## src/rtl/count_ones_ctrl_if.sv

```systemverilog
// -----------------------------------------------------------------------------
// count_ones_ctrl_if
//   Control/status bundle between count_ones_ctrl and its neighbours.
//   The slave side is the controller; the master side supplies go and the
//   datapath status and consumes the control outputs.
//
//   go         start request, level
//   n_eq_0     datapath status: operand register == 0
//   n_en       datapath operand register update enable
//   n_sel      1: load input word, 0: n & (n-1)
//   count_en   datapath count update enable
//   count_sel  1: clear count (used with count_en)
//   out_en     datapath drives count on out when 1
//   done       result valid, held until next accepted go
//   cycles     COMPUTE cycles of last run (valid while done=1)
// -----------------------------------------------------------------------------
interface count_ones_ctrl_if #(
    parameter int INPUT_WIDTH = 32,
    parameter int CYC_WIDTH   = $clog2(INPUT_WIDTH + 3)
);
    logic                 go;
    logic                 n_eq_0;
    logic                 n_en;
    logic                 n_sel;
    logic                 count_en;
    logic                 count_sel;
    logic                 out_en;
    logic                 done;
    logic [CYC_WIDTH-1:0] cycles;

    modport master (
        output go, n_eq_0,
        input  n_en, n_sel, count_en, count_sel, out_en, done, cycles
    );

    modport slave (
        input  go, n_eq_0,
        output n_en, n_sel, count_en, count_sel, out_en, done, cycles
    );
endinterface

```

## src/rtl/count_ones_ctrl.sv

```systemverilog
// -----------------------------------------------------------------------------
// count_ones_ctrl
//   Control FSM for the count_ones datapath. Accepts a go request, loads the
//   operand and clears the count, then clears the lowest set bit every cycle
//   until the datapath reports n_eq_0. The result is then flagged with
//   done/out_en and the number of COMPUTE iterations is reported on cycles.
//   A new run needs go to drop and rise again.
//
//   clk   in  clock, rising edge
//   rst   in  synchronous, active-high reset
//   bus   slave modport of count_ones_ctrl_if (go/n_eq_0 in, controls out)
// -----------------------------------------------------------------------------
module count_ones_ctrl #(
    parameter int INPUT_WIDTH = 32
) (
    input  logic               clk,
    input  logic               rst,
    count_ones_ctrl_if.slave   bus
);
    localparam int CYC_WIDTH = $clog2(INPUT_WIDTH + 3);

    typedef enum logic [1:0] {
        IDLE     = 2'd0,
        COMPUTE  = 2'd1,
        DONE     = 2'd2,
        WAIT_LOW = 2'd3
    } state_t;

    state_t               state_q, state_d;
    logic [CYC_WIDTH-1:0] cnt_q, cnt_d;
    logic [CYC_WIDTH-1:0] cycles_q, cycles_d;
    logic                 done_q, done_d;

    logic n_en_c, n_sel_c, count_en_c, count_sel_c;

    always_ff @(posedge clk) begin
        if (rst) begin
            state_q  <= IDLE;
            cnt_q    <= '0;
            cycles_q <= '0;
            done_q   <= 1'b0;
        end else begin
            state_q  <= state_d;
            cnt_q    <= cnt_d;
            cycles_q <= cycles_d;
            done_q   <= done_d;
        end
    end

    always_comb begin
        state_d     = state_q;
        cnt_d       = cnt_q;
        cycles_d    = cycles_q;
        n_en_c      = 1'b0;
        n_sel_c     = 1'b0;
        count_en_c  = 1'b0;
        count_sel_c = 1'b0;

        case (state_q)
            IDLE, WAIT_LOW: begin
                if (bus.go) begin
                    n_en_c      = 1'b1;
                    n_sel_c     = 1'b1;
                    count_en_c  = 1'b1;
                    count_sel_c = 1'b1;
                    cnt_d       = '0;
                    state_d     = COMPUTE;
                end
            end
            COMPUTE: begin
                if (!bus.n_eq_0) begin
                    n_en_c = 1'b1;
                    if (cnt_q != '1) begin
                        cnt_d = cnt_q + 1'b1;
                    end
                end else begin
                    cycles_d = cnt_q;
                    state_d  = DONE;
                end
            end
            DONE: begin
                if (!bus.go) begin
                    state_d = WAIT_LOW;
                end
            end
            default: state_d = IDLE;
        endcase
    end

    // done/out_en come from a register loaded with the next-state decode,
    // so they track DONE/WAIT_LOW with no combinational path from go.
    assign done_d = (state_d == DONE) || (state_d == WAIT_LOW);

    // Mealy controls are held off while rst is asserted so the datapath
    // never sees a load during reset.
    assign bus.n_en      = n_en_c      & ~rst;
    assign bus.n_sel     = n_sel_c     & ~rst;
    assign bus.count_en  = count_en_c  & ~rst;
    assign bus.count_sel = count_sel_c & ~rst;
    assign bus.done      = done_q;
    assign bus.out_en    = done_q;
    assign bus.cycles    = cycles_q;
endmodule

```

## src/flat_wrapper.sv

```systemverilog
// flat-port wrapper written by rule: the top's interface ports become plain ports
module count_ones_ctrl_flat 
#(
    parameter int INPUT_WIDTH = 32
)
  (clk, rst, bus_go, bus_n_eq_0, bus_n_en, bus_n_sel, bus_count_en, bus_count_sel, bus_out_en, bus_done, bus_cycles);
  count_ones_ctrl_if #(.INPUT_WIDTH(INPUT_WIDTH)) bus_i ();
  input  logic clk;
  input  logic rst;
  input wire logic [$bits(bus_i.go)-1:0] bus_go;
  input wire logic [$bits(bus_i.n_eq_0)-1:0] bus_n_eq_0;
  output wire logic [$bits(bus_i.n_en)-1:0] bus_n_en;
  output wire logic [$bits(bus_i.n_sel)-1:0] bus_n_sel;
  output wire logic [$bits(bus_i.count_en)-1:0] bus_count_en;
  output wire logic [$bits(bus_i.count_sel)-1:0] bus_count_sel;
  output wire logic [$bits(bus_i.out_en)-1:0] bus_out_en;
  output wire logic [$bits(bus_i.done)-1:0] bus_done;
  output wire logic [$bits(bus_i.cycles)-1:0] bus_cycles;
  assign bus_i.go = bus_go;
  assign bus_i.n_eq_0 = bus_n_eq_0;
  assign bus_n_en = bus_i.n_en;
  assign bus_n_sel = bus_i.n_sel;
  assign bus_count_en = bus_i.count_en;
  assign bus_count_sel = bus_i.count_sel;
  assign bus_out_en = bus_i.out_en;
  assign bus_done = bus_i.done;
  assign bus_cycles = bus_i.cycles;
  count_ones_ctrl #(.INPUT_WIDTH(INPUT_WIDTH)) u_core (.clk(clk), .rst(rst), .bus(bus_i));
endmodule
```

## config.mk

```make
export PLATFORM = sky130hd
export DESIGN_NAME = count_ones_ctrl_flat
export DESIGN_NICKNAME = d
export VERILOG_FILES = /design/src/rtl/count_ones_ctrl_if.sv /design/src/rtl/count_ones_ctrl.sv /design/src/flat_wrapper.sv
export SDC_FILE = /design/constraint.sdc
export NUM_CORES = 1
export LEC_CHECK = 0
export BUFFER_PORTS_ARGS = -buffer_cell sky130_fd_sc_hd__buf_2
export CAP_MARGIN = 15
export CORE_MARGIN = 1
export CORE_UTILIZATION = 50
export DETAILED_ROUTE_END_ITERATION = 10
export GPL_ROUTABILITY_DRIVEN = 0
export PLACE_DENSITY = 0.81
export SETUP_SLACK_MARGIN = 0.02
export SLEW_MARGIN = 20
export SYNTH_ARGS = -nofsm -noshare
export SYNTH_HDL_FRONTEND = slang
export SYNTH_SLANG_ARGS = --single-unit
```

## constraint.sdc

```tcl
create_clock -name clk -period 4.8 [get_ports clk]
set_input_delay 0 -clock clk [delete_from_list [all_inputs] [get_ports clk]]
set_output_delay 0 -clock clk [all_outputs]
set_load 0.1 [all_outputs]
```

# After elaboration in Yosys (flattened, before gate mapping)
# Cells that the tools add are included.
[totals]
inputBits = 4
output_inout_bits = 12
wordCells = 35
regBits = 15
[op_classes]
addsub = 1
eq_ne = 9
n_reduce_logical = 6
bitwise = 3
mux = 12
[op_table]
columns = ["op", "n"]
rows = [
  ["6-bit two-way mux", 3],
  ["6-bit case mux with 2 select lines", 1],
  ["2-bit equality test, second input constant", 4],
  ["6-bit by 1-bit adder with 6-bit output, second input constant", 1],
  ["2-bit two-way mux", 3],
  ["6-bit inequality test, second input constant", 1],
  ["2-bit case mux with 3 select lines", 1],
  ["2-bit inequality test, second input constant", 2],
  ["4-bit AND reduction", 1],
  ["1-bit two-way mux", 3],
  ["1-bit bitwise AND", 2],
  ["2-bit by 1-bit equality test with 1-bit output, second input constant", 1],
  ["2-bit zero test", 1],
  ["2-bit by 1-bit inequality test with 1-bit output, second input constant", 1],
  ["1-bit case mux with 2 select lines", 1],
  ["2-bit AND reduction", 1],
  ["2-bit nonzero test", 1],
  ["2-bit OR reduction", 1],
  ["1-bit logical OR", 1],
  ["1-bit NOT", 1],
]

# Longest topological paths before layout
# Gate-level depths: netlist (run 1).
[logic_depth]
word_depth = 5
mapped_depth = 8
ltp_nobuf = 6

# Worst setup path before layout (run 1)
# Ideal clock, no wire load.
[synth_timing]
path_type = "register -> output"
startpoint = "reg u_core.state_q[0]"
endpoint = "out bus_n_en"
arrival_ns = 3.121
n_path_buf = 1
path_stages_with_launch = 6
slack_ns = 1.679
required_ns = 4.800
path_cell_list = "dfxtp_1 -> inv_1 -> ha_1 -> buf_6 -> nand2_1 -> a211oi_1"
[synth_via]
elab_chain_cells = 4
word_cells_on_any_way = 6
classes_between = "eq/ne (2); mux (1); bitwise (1); reduce/logical (2)"
[synth_lines]
columns = ["element", "line_no", "source"]
rows = [
  ["from (decl)", "count_ones_ctrl.sv:29", "state_t state_q, state_d;"],
  ["from (signal assigned)", "count_ones_ctrl.sv:43", "state_q <= state_d;"],
  ["2-bit equality test / 2-bit zero test (equally long branches)", "count_ones_ctrl.sv:59", "case (state_q)"],
  ["2-bit OR reduction", "count_ones_ctrl.sv:59", ""],
  ["1-bit case mux with 2 select lines *", "count_ones_ctrl.sv:59", ""],
  ["1-bit bitwise AND *", "count_ones_ctrl.sv:96", "assign bus.n_en = n_en_c & ~rst;"],
  ["to (decl)", "flat_wrapper.sv:12", "output wire logic [$bits(bus_i.n_en)-1:0] bus_n_en;"],
]
# Mark *: on every way between the ends. The rest lies on a longest branch, timed or not.

# Worst setup path after layout (run 1)
[layout_timing]
startpoint = "reg u_core.state_q[1]"
endpoint = "out bus_n_en"
# The elaborated chain is that of the path after synthesis.

==> flow_summary.toml, run 1 <==
[yosys]
yosys-top-cells-count = "dfxtp_1, a21oi_1, nand2_1"
synth.distinct_cells = 26
ys_seq_area_share_pct = 38.4
synth.largest_area_cell = "dfxtp_1"
synth_warnings = 0
synth_fp_nets = 99
ys.flop_type = "dfxtp_1"
synth_seq_cells = 15
synth.avg_cell_area_um2 = 8.59
synth.most_common_cell = "dfxtp_1"
synth_area_um2 = 782
synth_edf_count = 0
async_flop_share_pct = 0
syn_inst = 91
synthTopCellsByArea = "dfxtp_1, a21oi_1, ha_1, nand3_1, nand2_1"
synth_top_area_share_pct = 38.4

[finish]
stdcell_count = 117
drive_gt1_share_pct = 22.5
n_antenna_cell = 0
synthToLayoutAreaGrowth_pct = 6.08
finalInstanceArea_um2 = 830
nets = 111

[clocking]
cts_root_buffer = "clkbuf_4"
cts_tree = "done"
cts_setup_buffers = 0
cts.sinks = 15
numCtsBuffers = 3
cts_resized = 0
htree_levels = 1
cts.path.max_buffers = 2
clkTransAtPathRegs_ps = 90
hold_buffers = 0
insertion_delay_ps = 290

[timing]
rsz0062_at_grt = "false"
relSlewSlack_pct = 67.9
worstMarginPinSlew_ps = 486
setup_slack_ps = 2790
fin_skew_ps = 3.63
finalCritPeriodShare_pct = 41.9
tns_ps = 0
setup_violations = 0
clock.fmax_ghz = 0.497
finalHoldViolations = 0
drv_slew = 0
fin_crit_ps = 2010
fin_hold_ws_ps = 22.0

[worst_hold_path]
min_to = "u_core.bus.cycles[0]"
hold_depth = 2
min_from = "rst"
min_path_type = "in -> reg"

[drt]
antenna_left = 0
wire_per_inst_um = 11.9
drt_iter0_drc = 25
via_per_inst = 5.64
drt_wl_total_um = 1390
firstDrtPassIters = 4
vias = 660
drc_errors = 0

[power]
p_leak_uw = 0.000335
internal-power_uw = 176
p_comb_share_pct = 26.5
power_density_nw_per_um2 = 334
switching_share_pct = 36.3
pwr-share-seq_pct = 47.6
ir_drop_v = 0.000230
p_switching_uw = 101
clockPowerShare_pct = 25.9

[setup_path]
path_class = "reg -> out"
worstPathRequired_ps = 4800
r2r_slack_ps = 2870
arrival_ps = 2010
r2r_cells = 6
worstPathMaxFanout = 13
worst_setup_path_end_kind = "output port"
reg2reg_from = "u_core.state_q[1]"
worst_r2r_endpoint = "u_core.cnt_q[5]"
critPathLaunchType = "flop"

[floorplan]
core-area_um2 = 1380
die-area_um2 = 1730
num_rows = 13
die_h_um = 41.5
chipWidth_um = 41.5
start_util_pct = 56.6
io_pins = 16

[global_route]
grt_pass1_vias = 568
grt_max_degree = 14
grt_pass1_wl_um = 2450
antenna_found_initial = 0
gr-total-overflow = 0
grt.total_usage_pct = 18.8

[placement]
hpwl_um = 1020
placed_area_um2 = 802
dp_slack_ps = 2910
dp.cells = 113
portBuffers = 15

[flow_run]
maxCapViolations = 0

[run_status]
outcome = "finished, final reports clean"
## power by group through the flow
| stage | combinational (uW) | clock (uW) | sequential [uW] |
|---|---|---|---|
| final | 73.4 | 71.8 | 132 |
| after global routing | 78.9 | 81.1 | 132 |
| after CTS | 73.0 | 74.4 | 132 |
| after detailed placement | 72.8 | 0 | 135 |
| after global placement | 71.9 | 0 | 135 |
| after floorplan | 70.0 | 0 | 138 |
## worst max-delay path by stage
stage               cells after the start               from  slack (ps)               to
global route                            5  u_core.state_q[1]        2690         bus_n_en
global placement                        6  u_core.state_q[1]        2970  u_core.cnt_q[5]
detailed placement                      6  u_core.state_q[1]        2910  u_core.cnt_q[5]
CTS                                     5  u_core.state_q[1]        2820         bus_n_en
floorplan                               5  u_core.state_q[0]        1680         bus_n_en
finish                                  5  u_core.state_q[1]        2790         bus_n_en
## critical path: stages (launching register included)
cell      delay, ps
dfxtp_1         370
inv_1            80
ha_1            430
nand2b_1        160
a211oi_1        220
buf_2           460
## routing by layer
metal / wire length (um) / vias to the layer above / global-route usage (%)
met1: 623 / 293 / 24.6
li1: - / 332 / -
met4: 31 / 0 / 9.68
met3: 94 / 4 / 6.52
met5: 0 / - / 0
met2: 641 / 31 / 27.2
## kinds of logic (layout without fill, tap and decap cells)
group	Yosys count	count (layout)	share of synthesized area (%)
AO/OA/AOI/OAI	22	22	17.6
XOR/XNOR	1	1	1.12
adder cells (fa/ha/maj)	4	4	6.40
buffers and inverters	11	22	10.9
flip-flops	15	15	38.4
multiplexers	2	2	3.20
AND/OR/NAND/NOR	36	36	22.4
## cell type report
cell class                      instances  area (um2)
Timing Repair Buffer                   15        75.1
Tap cell                               15        18.8
Multi-Input combinational cell         65         397
Fill cell                             138         553
Sequential cell                        15         300
Clock inverter                          1        5.00
Clock buffer                            3        22.5
Inverter                                3        11.3
## sequential cells by signal (all words and copies together), names as in the netlist
register	flops
u_core.state_q	2
u_core.cnt_q	6
u_core.bus.done	1
u_core.bus.cycles	6
## through the flow
step / total power, uW / util, %
after CTS: 279 / 60.0
after global placement: 206 / 58.0
after global routing: 292 / 60.0
final: 277 / 60.0
after detailed placement: 208 / 58.0
after floorplan: 208 / -
## cells in the final DEF, fill, tap and decap left out, types with 3 or more instances in the layout
master,n
ha_1,4
nand3_1,10
nand2_1,11
dfxtp_1,15
or3_1,3
buf_2,15
a21oi_1,13
clkbuf_4,3
nor2_1,7
o21ai_0,4
inv_1,3
Power figures use the tool's default switching activity.
==> run 2, diff against run 1 <==
Clock period 4.8 ns to 2.1 ns, I/O delays scaled along.
==> flow_summary.toml, run 2 (synthesis gave the netlist of run 1 again) <==
[run_status]
outcome = "finished, final reports clean"

[finish]
final_util_pct = 61.8
stdcell_count = 117
n_antenna_cell = 0
drive_gt1_share_pct = 25.5
fill_cells = 136
most-common-layout-cells = "dfxtp_1, buf_2, a21oi_1"
nets = 111
synthToLayoutAreaGrowth_pct = 9.28
mostFrequentLayoutCell = "dfxtp_1"
finalInstanceArea_um2 = 855

[setup_path]
critPathLaunchType = "flop"
worstPathRequired_ps = 2100
worst_setup_path_end_kind = "output port"
arrival_ps = 1960
worstPathMaxFanout = 7
path_class = "reg -> out"

[global_route]
gr-total-overflow = 0
antenna_found_initial = 0
grt_pass1_wl_um = 2400
grt.total_usage_pct = 17.9
grt_pass1_vias = 582
grt_max_degree = 14

[clocking]
cts_resized = 1
cts_setup_buffers = 0
cts_root_buffer = "clkbuf_4"
insertion_delay_ps = 280
clkTransAtPathRegs_ps = 90
cts.path.max_buffers = 2
cts.sinks = 15
cts_tree = "done"
hold_buffers = 0
numCtsBuffers = 3
htree_levels = 1

[worst_hold_path]
min_path_type = "in -> reg"

[power]
ir_drop_v = 0.000492
p_leak_uw = 0.000337
power_density_nw_per_um2 = 755

[drt]
wl_met2_um = 758
route.met3.wl_um = 48
drc_errors = 0
wire_per_inst_um = 12.3
highest_layer = "met3"
drt_iter0_drc = 5
antenna_left = 0
drt_wl_total_um = 1440
firstDrtPassIters = 2
met1_length_um = 635
vias = 636
via_per_inst = 5.44

[floorplan]
io_pins = 16
num_rows = 13
core-area_um2 = 1380
die-area_um2 = 1730
start_util_pct = 56.6
chipWidth_um = 41.5
die_h_um = 41.5

[timing]
fin_crit_ps = 1960
relSlewSlack_pct = 67.5
finalHoldViolations = 0
setup_violations = 0
fin_skew_ps = 1.86
worstMarginPinSlew_ps = 492
tns_ps = 0
finalCritPeriodShare_pct = 93.3
clock.fmax_ghz = 0.511
rsz0062_at_grt = "false"
drv_slew = 0

[placement]
hpwl_um = 1090
placed_area_um2 = 822
portBuffers = 15
dp.cells = 113

[flow_run]
maxCapViolations = 0
-- run 2: cell count changes in the layout (fill, tap and decap cells not counted) --
| cell | previous run | this run |
|---|---|---|
| buf_2 | 15 | 14 |
| a211oi_1 | 1 | 0 |
| nor2_1 | 7 | 6 |
| a211oi_4 | 0 | 1 |
| buf_4 | 0 | 1 |
| nor2_4 | 0 | 1 |
| ha_2 | 0 | 1 |
| ha_1 | 4 | 3 |
-- run 2: cell type report --
class	count	area, um2	share of cell area, %
clock buffer	3	22.5	2.64
clock inverter	1	5.00	0.586
inverter	3	11.3	1.32
multi-input combinational	65	419	49.0
sequential	15	300	35.1
tap	15	18.8	2.20
timing repair buffer	15	77.6	9.08
-- run 2: power breakdown --
part | switching, uW | internal, uW
combinational | 134 | 45.2
clock | 94.6 | 70.7
sequential | 8.34 | 293
-- run 2: critical path: stages, from the launching register on --
cell      delay, ps
dfxtp_1         350
inv_1            80
ha_1            430
nand2_1         220
a211oi_4        270
buf_4           320
-- run 2: through the flow --
step | setup slack, ps | total power (uW) | hold slack, ps
2_1_floorplan | 269 | 483 | 78.7
3_3_place_gp | 267 | 480 | 350
3_5_place_dp | 185 | 484 | 356
4_1_cts | 143 | 650 | 57.9
5_1_grt | 37.0 | 679 | 57.1
6_report | 142 | 646 | 60.5
-- run 2: routing by layer --
layer	up-vias	track usage (%)
met5	-	0
met4	0	3.87
met3	0	8.26
met2	10	30.6
met1	295	20.1
li1	331	-
-- run 2: final timing paths --
kind                   startpoint                   end  slack, ps  cells past startpoint
max             u_core.state_q[0]              bus_n_en        140                      5
min                           rst       u_core.bus.done         60                      2
max reg2reg     u_core.state_q[0]       u_core.cnt_q[5]        210                      6
min reg2reg  u_core.bus.cycles[3]  u_core.bus.cycles[3]        450                      2
